$ cat src/rtl/shifter_arbiter.sv
// rtl/shifter_arbiter.sv - two-port arbiter/sequencer for the shared 32-bit shifter datapath
// Optional round-robin tie-break selected by SHIFTER_ARB_RR_EN (fixed priority to port 0 otherwise).
module shifter_arbiter (
    input  logic        clk,
    input  logic        rst_n,
    input  logic        req0,
    input  logic        req1,
    input  logic [2:0]  op0,
    input  logic [2:0]  op1,
    input  logic [31:0] data0,
    input  logic [31:0] data1,
    input  logic [4:0]  count0,
    input  logic [4:0]  count1,
    output logic        gnt0,
    output logic        gnt1,
    output logic        rsp_valid0,
    output logic        rsp_valid1,
    output logic [31:0] rsp_data0,
    output logic [31:0] rsp_data1,
    output logic        rsp_err0,
    output logic        rsp_err1,
    input  logic        rsp_ready0,
    input  logic        rsp_ready1,
    output logic [31:0] sh_data_in,
    output logic [4:0]  sh_count,
    output logic [2:0]  sh_op,
    input  logic [31:0] sh_data_out,
    output logic        busy
);

    localparam int N_PORTS = 2;

    typedef enum logic [1:0] {
        IDLE = 2'd0,
        EXEC = 2'd1,
        RESP = 2'd2
    } state_t;

    state_t              state_q, state_d;
    logic [2:0]          op_q, op_d;
    logic [31:0]         data_q, data_d;
    logic [4:0]          cnt_q, cnt_d;
    logic                owner_q, owner_d;
    logic                err_q, err_d;
    logic [31:0]         res_q, res_d;
    logic                last_q, last_d;

    logic [N_PORTS-1:0]  req_vec;
    logic [N_PORTS-1:0]  gnt_vec;
    logic                win;
    logic                owner_ready;

    assign req_vec     = {req1, req0};
    assign owner_ready = owner_q ? rsp_ready1 : rsp_ready0;

    always_comb begin
        win = 1'b0;
`ifdef SHIFTER_ARB_RR_EN
        if (req_vec == 2'b11) begin
            win = ~last_q;
        end else begin
            win = req1;
        end
`else
        win = ~req0;
`endif
    end

    always_comb begin
        state_d = state_q;
        op_d    = op_q;
        data_d  = data_q;
        cnt_d   = cnt_q;
        owner_d = owner_q;
        err_d   = err_q;
        res_d   = res_q;
        last_d  = last_q;
        gnt_vec = '0;
        case (state_q)
            IDLE: begin
                if (|req_vec) begin
                    gnt_vec[win] = 1'b1;
                    op_d    = win ? op1 : op0;
                    data_d  = win ? data1 : data0;
                    cnt_d   = win ? count1 : count0;
                    owner_d = win;
                    err_d   = win ? (op1 > 3'd4) : (op0 > 3'd4);
                    last_d  = win;
                    state_d = EXEC;
                end
            end
            EXEC: begin
                // Masking keeps the error response at zero regardless of shifter behavior.
                res_d   = err_q ? 32'd0 : sh_data_out;
                state_d = RESP;
            end
            RESP: begin
                if (owner_ready) begin
                    state_d = IDLE;
                end
            end
            default: begin
                state_d = IDLE;
            end
        endcase
    end

    always_ff @(posedge clk) begin
        if (!rst_n) begin
            state_q <= IDLE;
            op_q    <= '0;
            data_q  <= '0;
            cnt_q   <= '0;
            owner_q <= 1'b0;
            err_q   <= 1'b0;
            res_q   <= '0;
            last_q  <= 1'b1;
        end else begin
            state_q <= state_d;
            op_q    <= op_d;
            data_q  <= data_d;
            cnt_q   <= cnt_d;
            owner_q <= owner_d;
            err_q   <= err_d;
            res_q   <= res_d;
            last_q  <= last_d;
        end
    end

    assign gnt0       = gnt_vec[0];
    assign gnt1       = gnt_vec[1];
    assign busy       = (state_q != IDLE);
    assign rsp_valid0 = (state_q == RESP) && !owner_q;
    assign rsp_valid1 = (state_q == RESP) && owner_q;
    assign rsp_data0  = rsp_valid0 ? res_q : 32'd0;
    assign rsp_data1  = rsp_valid1 ? res_q : 32'd0;
    assign rsp_err0   = rsp_valid0 & err_q;
    assign rsp_err1   = rsp_valid1 & err_q;
    assign sh_data_in = data_q;
    assign sh_count   = cnt_q;
    assign sh_op      = op_q;

endmodule

$ cat config.mk
export PLATFORM = sky130hd
export DESIGN_NAME = shifter_arbiter
export DESIGN_NICKNAME = d
export VERILOG_FILES = /design/src/rtl/shifter_arbiter.sv
export SDC_FILE = /design/constraint.sdc
export NUM_CORES = 1
export LEC_CHECK = 0
export ABC_AREA = 1
export BUFFER_PORTS_ARGS = -buffer_cell sky130_fd_sc_hd__buf_2
export CORE_MARGIN = 3
export CORE_UTILIZATION = 48
export DETAILED_ROUTE_END_ITERATION = 16
export PLACE_DENSITY = 0.95
export SLEW_MARGIN = 20
export SYNTH_ARGS = -nofsm -noshare
export SYNTH_HDL_FRONTEND = slang
export SYNTH_SLANG_ARGS = --single-unit
$ cat constraint.sdc
create_clock -name clk -period 2.3 [get_ports clk]
set_input_delay 0 -clock clk [delete_from_list [all_inputs] [get_ports clk]]
set_output_delay 0 -clock clk [all_outputs]
set_load 0.005 [all_outputs]
==> flow_summary.yaml, run 1 <==
global_routing:
  grt_pass1_vias: 4599
  antenna_found_initial: 0
  grt_max_degree: 84
  grtUsageTotal_pct: 26.9
  grt_overflow: 0
  grt_pass1_wl_mm: 19.8
synthesis:
  netlist_top_cells_count: "nand2_1 (240), nor2_1 (154), inv_1 (83)"
  synth-edff-count: 0
  yosys.area.top_type: "dfxtp_1"
  post-synth-top-area-fraction_pct: 38.6
  netlist_area_um2: 3940
  synth-async-reset-ratio_pct: 0
  synth_seq_cells: 76
  synth_nets: 790
  synth_area_per_cell_um2: 5.86
  yosys-top-cells-area: "dfxtp_1 (39%), nand2_1 (23%), nor2_1 (15%)"
  ys_seq_area_share_pct: 38.6
  synth_cell_types: 15
  synthCells: 672
  synth.most_common_cell: "nand2_1"
  synth_flop_cell: "dfxtp_1"
  synth_warnings: 0
route:
  totalWireLength_mm: 13.4
  drc: 0
  drtIter0Drc: 229
  num_vias: 5084
  ant_nets: 0
  vias_per_cell: 4.84
  wl_per_cell_um: 12.7
  dr.pass1.iters: 6
power:
  p_leak_nw: 3.25
  finalPower_mw: 3.38
  power_density_nw_per_um2: 573
  peakVddDrop_mv: 0.389
placement:
  postPlaceCellArea_um2: 5050
  post-dp-hpwl_mm: 8.35
  port-buffer-count: 228
  gp_congestion: 0.864
min_path:
  holdCritPathClass: "primary input to flip-flop"
cells_and_area:
  fillers: 563
  diodes: 0
  synthToLayoutAreaGrowth_pct: 49.7
  drive_above_1_share_pct: 27.3
  final_area_um2: 5900
  finalNetCount: 1062
  finish.utilization_pct: 75.1
  multi_input_area_um2: 1850
  ff_latch_area_um2: 1520
critical_path:
  cp-start-kind: "flip-flop"
  worstPathMaxFanout: 34
  arrival_ns: 1.55
  cp-end-kind: "primary output"
  cp.required_ns: 2.30
  critical_path_class: "flip-flop to primary output"
sta:
  clock.fmax_ghz: 0.646
  timing.hold.ws_ns: 0.00144
  finalCriticalPeriod_ns: 1.55
  finalClockSkew_ns: 0.00966
  worst_slew_pin_slew_ns: 0.719
  slew_violations: 0
  timing.final.hold_violations: 0
  fin_tns_setup_ns: 0
  maxSlewHeadroom_pct: 52.0
  setup_viol: 0
  min_period_over_period_pct: 67.3
  rsz0062_at_grt: "no"
status:
  run_status: "finished clean"
cts:
  postCtsResizedCells: 0
  cts_num_sinks: 76
  cts-buffers-inserted: 9
  clock_latency_ns: 0.33
  root_buffer: "clkbuf_8"
  clockBufferDepth: 2
  hold_buffers: 65
  postCtsSetupBuffers: 0
  htreeDepth: 3
  clkSlewWorstSetupHoldPaths_ns: 0.07
  cts_tree: "yes"
floorplanning:
  die_h_um: 96.6
  row_count: 32
  design.die.area_um2: 9330
  initial_core_util_pct: 50.2
  io_pins: 229
  die_x_um: 96.6
  fp.coreArea_um2: 7850
job:
  drv_cap: 0
[cell families (layout without fill, tap and decap cells)]
| family | Yosys count | in the layout | synth area share [%] |
|---|---|---|---|
| compound gates | 39 | 39 | 4.96 |
| simple gates | 428 | 428 | 42.1 |
| flops | 76 | 76 | 38.6 |
| buf+inv | 129 | 405 | 14.3 |
[path summary, 6_finish.rpt]
check | startpoint | end | slack (ns) | cells past startpoint
max | state_q[1]$_SDFFE_PN0P_ | rsp_data0[14] | 0.75 | 6
min reg2reg | res_q[31]$_SDFFE_PN0N_ | res_q[31]$_SDFFE_PN0N_ | 0.47 | 2
min | data1[14] | sh_data_in[14]$_SDFFE_PN0P_ | 0.001 | 5
max reg2reg | state_q[1]$_SDFFE_PN0P_ | state_q[1]$_SDFFE_PN0P_ | 0.88 | 5
[power by group]
group          internal [mW]  switching [mW]
clock network          0.519           0.455
registers               1.45          0.0675
logic                  0.387           0.501
total                   2.35            1.02
[layout by cell type, fill, tap and decap left out, drive strengths merged]
master       count
nor2           156
clkbuf          10
a21oi           34
dlygate4sd3     65
buf            237
bufinv           1
dfxtp           76
nand3           32
inv             87
clkinv           4
o21ai            5
nand2          240
clkinvlp         1
[per-layer routing]
layer  wire length (µm)  vias to the layer above  track usage, %
li1                   -                     2512               -
met3               1070                       50            6.27
met1               4950                     2261            28.2
met5                  0                        -               0
met2               6820                      261            50.6
met4                518                        0            11.9
[through the flow]
| stage | instances | worst slack, ns |
|---|---|---|
| floorplan | 672 | 1.22 |
| global placement | 970 | 1.12 |
| detailed placement | 970 | 1.04 |
| CTS | 1050 | 0.761 |
| global route | 1050 | 0.665 |
| finish | 1050 | 0.752 |
[sequential cells by signal, indices dropped and copies added (netlist names)]
register and cells:
sh_op 3, err_q 1, owner_q 1, sh_data_in 32
res_q 32, state_q 2, sh_count 5
[cell type report]
| type | instances | share of cell area [%] |
|---|---|---|
| clock inverters | 5 | 0.891 |
| multi-input cells | 467 | 31.5 |
| clock buffers | 10 | 2.33 |
| well taps | 102 | 2.16 |
| flip-flops and latches | 76 | 25.8 |
| inverters | 88 | 5.60 |
| repair buffers | 302 | 31.7 |
[worst max-delay path, cell delays in order, from the launching register on]
cell and delay (ns):
dfxtp_1 0.41, inv_2 0.06, nor2_2 0.11, nand2_1 0.06, buf_4 0.24, nor2_1 0.19, buf_2 0.15
(Power assumes the default switching activity.)
==> inputs of run 2 (changes only) <==
--- a/config.mk
+++ b/config.mk
@@ -8,9 +8,9 @@
 export ABC_AREA = 1
 export BUFFER_PORTS_ARGS = -buffer_cell sky130_fd_sc_hd__buf_2
 export CORE_MARGIN = 3
-export CORE_UTILIZATION = 48
+export CORE_UTILIZATION = 40
 export DETAILED_ROUTE_END_ITERATION = 16
-export PLACE_DENSITY = 0.95
+export PLACE_DENSITY = 0.86
 export SLEW_MARGIN = 20
 export SYNTH_ARGS = -nofsm -noshare
 export SYNTH_HDL_FRONTEND = slang
==> constraint.sdc (replaced) <==
create_clock -name clk -period 1.3 [get_ports clk]
set_input_delay 0 -clock clk [delete_from_list [all_inputs] [get_ports clk]]
set_output_delay 0 -clock clk [all_outputs]
set_load 0.005 [all_outputs]
==> run 2 against run 1 <==
Effect of this change:
- the run now ends with negative hold slack, negative setup slack left
- first-iteration DRC count is 55% higher
- power is 88% higher
- final cell count is 6.1% higher
- final area is 9.9% higher
- core utilization is 6.3 points lower
- critical path depth is 1 lower
- sequential share of layout area is 2.3 points lower
- global-route usage is 1.8 points lower
- non-clock buffer count is 36 higher
- flip-flop and latch count stayed put
- via count is 2.8% higher
- routed wire length is 10% higher
- critical endpoint is now rsp_data1[8]
==> flow_summary.yaml, run 2 (synthesis gave the netlist of run 1 again) <==
cts:
  cts-buffers-inserted: 9
  cts_num_sinks: 76
  root_buffer: "clkbuf_8"
  clock_latency_ns: 0.34
  clkSlewWorstSetupHoldPaths_ns: 0.08
  clockBufferDepth: 2
  htreeDepth: 3
  cts_tree: "yes"
floorplanning:
  io_pins: 229
  die_h_um: 105
  fp.coreArea_um2: 9420
  die_x_um: 105
  initial_core_util_pct: 41.8
  row_count: 35
  design.die.area_um2: 11100
sta:
  rsz0062_at_grt: "yes"
  worst_slew_pin_slew_ns: 0.362
  finalClockSkew_ns: 0.0131
  fin_tns_setup_ns: -2.83
  slew_violations: 0
  timing.hold.ws_ns: -0.0124
  min_period_over_period_pct: 111
  timing.final.hold_violations: 1
  setup_viol: 66
  setup_slack_ns: -0.141
  clock.fmax_ghz: 0.694
  maxSlewHeadroom_pct: 75.9
  finalCriticalPeriod_ns: 1.44
global_routing:
  antenna_found_initial: 0
  grt_overflow: 0
  grt_pass1_wl_mm: 23.0
  grt_max_degree: 55
  grt_pass1_vias: 5052
  grtUsageTotal_pct: 25.1
critical_path:
  reg2reg_depth: 5
  cpLargestDelayFamily: "simple AND/OR/NAND/NOR gates"
  critical_path_class: "flip-flop to primary output"
  cp_num_cells: 5
  cpPeakStageDelay_ns: 0.36
  cp.required_ns: 1.30
  path_cells: "nor2_4 > nand2_2 > buf_12 > nor2_1 > buf_2"
  worstPathMaxFanout: 34
  arrival_ns: 1.44
  cp-start-kind: "flip-flop"
  crit_slowest_cell: "dfxtp_2"
  crit_buf_inv: 2
  cp-end-kind: "primary output"
power:
  p_leak_nw: 3.45
  power_density_nw_per_um2: 978
  finalPower_mw: 6.34
  peakVddDrop_mv: 0.553
route:
  dr_wl_met2_mm: 7.46
  met1_length_mm: 5.75
  drtIter0Drc: 355
  num_vias: 5227
  ant_nets: 0
  drc: 0
  dr_wl_met3_um: 976
  vias_per_cell: 4.69
  totalWireLength_mm: 14.7
  top_layer: "met4"
  dr.pass1.iters: 5
  wl_per_cell_um: 13.2
cells_and_area:
  multi_input_area_um2: 1970
  ff_latch_area_um2: 1520
  synthToLayoutAreaGrowth_pct: 64.5
  final_area_um2: 6480
  diodes: 0
  final_common_cell: "nand2_1"
  finalNetCount: 1098
  drive_above_1_share_pct: 31.6
  layout_common_cells: "nand2_1 (236), buf_2 (227), nor2_1 (118)"
  fillers: 738
placement:
  dp_slack_ns: 0.0676
  post-dp-hpwl_mm: 8.33
  gp_congestion: 0.795
  port-buffer-count: 228
  postPlaceCellArea_um2: 5170
min_path:
  hold_depth: 5
  holdCritPathClass: "primary input to flip-flop"
status:
  violations: "negative hold slack, negative setup slack"
  run_status: "finished with violations"
job:
  drv_cap: 0
## run 2: changes by cell type in the layout (fill, tap and decap cells not counted), moves of 3 or more
cell           before  now
nor2_1            154  118
nor2_2              1   34
dlygate4sd3_1      65   92
buf_4               8   12
buf_12              1    4
nand2_1           239  236
nor2_4              1    4
## run 2: cell type report
type,count,area share (%)
repair buffers,338,35.2
multi-input cells,467,30.4
flip-flops and latches,76,23.5
inverters,88,5.14
well taps,129,2.49
clock buffers,11,2.34
clock inverters,5,0.908
## run 2: final timing paths
kind | start | to | slack (ns)
worst max-delay path | state_q[0]$_SDFFE_PN0P_ | rsp_data1[8] | -0.14
worst min-delay path | count0[1] | sh_count[1]$_SDFFE_PN0P_ | -0.01
worst max register to register | state_q[1]$_SDFFE_PN0P_ | res_q[8]$_SDFFE_PN0N_ | 0.06
worst min register to register | res_q[29]$_SDFFE_PN0N_ | res_q[29]$_SDFFE_PN0N_ | 0.47
## run 2: what timing repair did
| action | CTS | global route |
|---|---|---|
| gates cloned | 0 | 2 |
| endpoints found under the setup margin | 68 | 126 |
| pin swaps | 1 | 10 |
| setup buffers | 1 | 0 |
| hold buffers | 98 | 0 |
| hold endpoints to repair | 67 | 0 |
| gates resized for setup | 5 | 45 |
## run 2: per-layer routing
layer / vias to the layer above / GRT usage, %
li1: 2587 / -
met1: 2353 / 26.7
met2: 238 / 45.9
met3: 49 / 6.43
met4: 0 / 11.9
met5: - / 0
## run 2: worst register-to-register path: cells and delay by family (launching register included)
family	cells	cell delay, ns
buf+inv	2	0.42
flops	1	0.33
simple gates	2	0.27
compound gates	1	0.16
## run 2: power breakdown
group	switching, mW	internal (mW)	total [mW]
logic	0.958	0.815	1.77
registers	0.117	2.56	2.68
clock network	0.888	0.996	1.88
## run 2: stage by stage
stage	std cells	utilization, %
2_1_floorplan	672	-
3_3_place_gp	1003	54.9
3_5_place_dp	1003	54.9
4_1_cts	1118	67.8
5_1_grt	1114	68.8
6_report	1114	68.8
==> inputs of run 3 (changes only) <==
--- a/config.mk
+++ b/config.mk
@@ -5,12 +5,12 @@
 export SDC_FILE = /design/constraint.sdc
 export NUM_CORES = 1
 export LEC_CHECK = 0
-export ABC_AREA = 1
+export ABC_CLOCK_PERIOD_IN_PS = 1600
 export BUFFER_PORTS_ARGS = -buffer_cell sky130_fd_sc_hd__buf_2
 export CORE_MARGIN = 3
-export CORE_UTILIZATION = 40
+export CORE_UTILIZATION = 44
 export DETAILED_ROUTE_END_ITERATION = 16
-export PLACE_DENSITY = 0.86
+export PLACE_DENSITY = 0.9
 export SLEW_MARGIN = 20
 export SYNTH_ARGS = -nofsm -noshare
 export SYNTH_HDL_FRONTEND = slang
==> constraint.sdc (replaced) <==
create_clock -name clk -period 1.6 [get_ports clk]
set_input_delay 0 -clock clk [delete_from_list [all_inputs] [get_ports clk]]
set_output_delay 0 -clock clk [all_outputs]
set_load 0.005 [all_outputs]
==> run 3 against run 2 <==
Effect of this change:
- flip-flop and latch count stayed put
- final area is 12% lower
- sequential power is 18% lower
- the run now ends clean
- die area is 9.2% lower
- critical path type unchanged
- count of clock-buffer cells in the layout is 1 lower
- hold slack better by 0.045 ns
- register-to-register slack better by 0.10 ns
- worst setup slack better by 0.22 ns
- power is 23% lower
==> flow_summary.yaml, run 3 <==
global_routing:
  grt_pass1_vias: 3999
  grt_overflow: 0
  grt_pass1_wl_mm: 19.3
  antenna_found_initial: 0
  grtUsageTotal_pct: 23.7
  grt_max_degree: 73
critical_path:
  cp-end-kind: "primary output"
  crit_slowest_cell: "dfxtp_1"
  cp-start-kind: "flip-flop"
  cpLargestDelayFamily: "flip-flops"
  critical_path_class: "flip-flop to primary output"
  worstPathMaxFanout: 34
  cp.required_ns: 1.60
  crit_buf_inv: 2
  path_cells: "and3b_1 > buf_6 > and2_1 > buf_2"
  cpPeakStageDelay_ns: 0.46
  arrival_ns: 1.52
sta:
  timing.final.hold_violations: 0
  slew_violations: 0
  rsz0062_at_grt: "no"
  worst_slew_pin_slew_ns: 0.415
  finalCriticalPeriod_ns: 1.52
  setup_slack_ns: 0.0796
  fin_tns_setup_ns: 0
  finalClockSkew_ns: 0.0100
  maxSlewHeadroom_pct: 72.3
  clock.fmax_ghz: 0.658
  min_period_over_period_pct: 95.0
  setup_viol: 0
  timing.hold.ws_ns: 0.0330
cells_and_area:
  final_common_cell: "buf_2"
  drive_above_1_share_pct: 44.8
  final_area_um2: 5700
  finish.utilization_pct: 67.7
  layout_common_cells: "buf_2 (228), a21oi_1 (76), dfxtp_1 (75)"
  fillers: 644
  diodes: 0
  finalNetCount: 786
  fin_cells: 777
  synthToLayoutAreaGrowth_pct: 45.8
route:
  ant_nets: 0
  num_vias: 4047
  drtIter0Drc: 99
  dr.pass1.iters: 4
  wl_per_cell_um: 15.6
  vias_per_cell: 5.21
  drc: 0
  totalWireLength_mm: 12.2
cts:
  postCtsSetupBuffers: 0
  clock_latency_ns: 0.33
  htreeDepth: 3
  root_buffer: "clkbuf_8"
  clockBufferDepth: 2
  cts-buffers-inserted: 9
  cts_num_sinks: 76
  cts_tree: "yes"
  clkSlewWorstSetupHoldPaths_ns: 0.08
power:
  power_density_nw_per_um2: 852
  p_leak_nw: 2.75
  peakVddDrop_mv: 0.520
  finalPower_mw: 4.86
synthesis:
  synth_seq_cells: 76
  synth_flop_cell: "dfxtp_1"
  netlist_top_cells_count: "a21oi_1 (76), dfxtp_1 (76), and2_1 (67)"
  post-synth-top-area-fraction_pct: 38.9
  yosys.area.top_type: "dfxtp_1"
  yosys-top-cells-area: "dfxtp_1 (39%), a211oi_2 (13%), and2_1 (11%)"
  synthCells: 426
  synth_cell_types: 25
  synth-async-reset-ratio_pct: 0
  synth-edff-count: 0
  synth_area_per_cell_um2: 9.18
  ys_seq_area_share_pct: 38.9
  synth_warnings: 0
  netlist_area_um2: 3910
  synth_nets: 544
placement:
  postPlaceCellArea_um2: 5140
  dp_slack_ns: 0.330
  port-buffer-count: 228
  dp_cells: 726
  post-dp-hpwl_mm: 8.32
  gp_congestion: 0.803
floorplanning:
  row_count: 33
  design.die.area_um2: 10100
  io_pins: 229
  initial_core_util_pct: 46.4
  fp.coreArea_um2: 8420
  die_h_um: 100
  die_x_um: 100
status:
  run_status: "finished clean"
min_path:
  holdCritPathClass: "primary input to flip-flop"
job:
  drv_cap: 0
run 3: changes by cell type in the layout (fill, tap and decap cells not counted), sizes merged, moves of 5 or more:
cell	delta
a211oi	+40
a21oi	+42
and2	+68
buf	-5
dlygate4sd3	-56
inv	-87
mux2i	+40
nand2	-207
nand3	-32
nand3b	+33
nor2	-154
run 3: path summary, 6_finish.rpt:
| kind | startpoint | slack [ns] | cells past startpoint | endpoint |
|---|---|---|---|---|
| max | state_q[0]$_SDFFE_PN0P_ | 0.08 | 4 | rsp_data1[10] |
| min | data1[28] | 0.03 | 3 | sh_data_in[28]$_SDFFE_PN0P_ |
| max reg2reg | owner_q$_SDFFE_PN0P_ | 0.16 | 4 | state_q[1]$_SDFFE_PN0P_ |
| min reg2reg | res_q[26]$_SDFFE_PN0N_ | 0.46 | 2 | res_q[26]$_SDFFE_PN0N_ |
run 3: area by class of cell:
cell class	count	area [µm²]	share of cell area (%)
Multi-Input combinational cell	303	2180	38.2
Inverter	2	8.76	0.154
Clock inverter	5	52.6	0.921
Tap cell	105	131	2.30
Clock buffer	10	138	2.41
Sequential cell	76	1520	26.7
Timing Repair Buffer	276	1670	29.3
run 3: repair_timing:
item	CTS	global route
hold endpoints to repair	36	0
setup endpoints to repair	22	66
hold buffers	36	0
resized for setup	1	2
run 3: layer usage:
metal | global-route usage (%) | wire length, µm | vias to the layer above
met5 | 0 | 0 | -
met4 | 7.36 | 190 | 0
met3 | 5.35 | 955 | 20
met2 | 43.3 | 6200 | 189
met1 | 27.2 | 4810 | 1866
li1 | - | - | 1972
run 3: kinds of logic (layout without fill, tap and decap cells):
kind of cell           Yosys count  count (layout)  share of synthesized area [%]
multiplexers                    40              40                           10.2
AND/OR/NAND/NOR                144             144                           22.0
AO/OA/AOI/OAI                  119             119                           23.1
buffers and inverters           47             293                           5.82
flip-flops                      76              76                           38.9
run 3: where the power goes:
part | internal (mW) | total (mW) | switching, mW
Combinational | 0.612 | 1.24 | 0.623
Sequential | 2.08 | 2.20 | 0.117
Clock | 0.747 | 1.42 | 0.678
Total | 3.44 | 4.86 | 1.42
run 3: worst reg2reg max path: cells and delay by family, from the launching register on:
family | cells | cell delay (ns)
AOI/OAI and AO/OA | 1 | 0.13
buffers and inverters | 1 | 0.56
DFF | 1 | 0.42
muxes | 1 | 0.20
and+or+nand+nor | 1 | 0.07
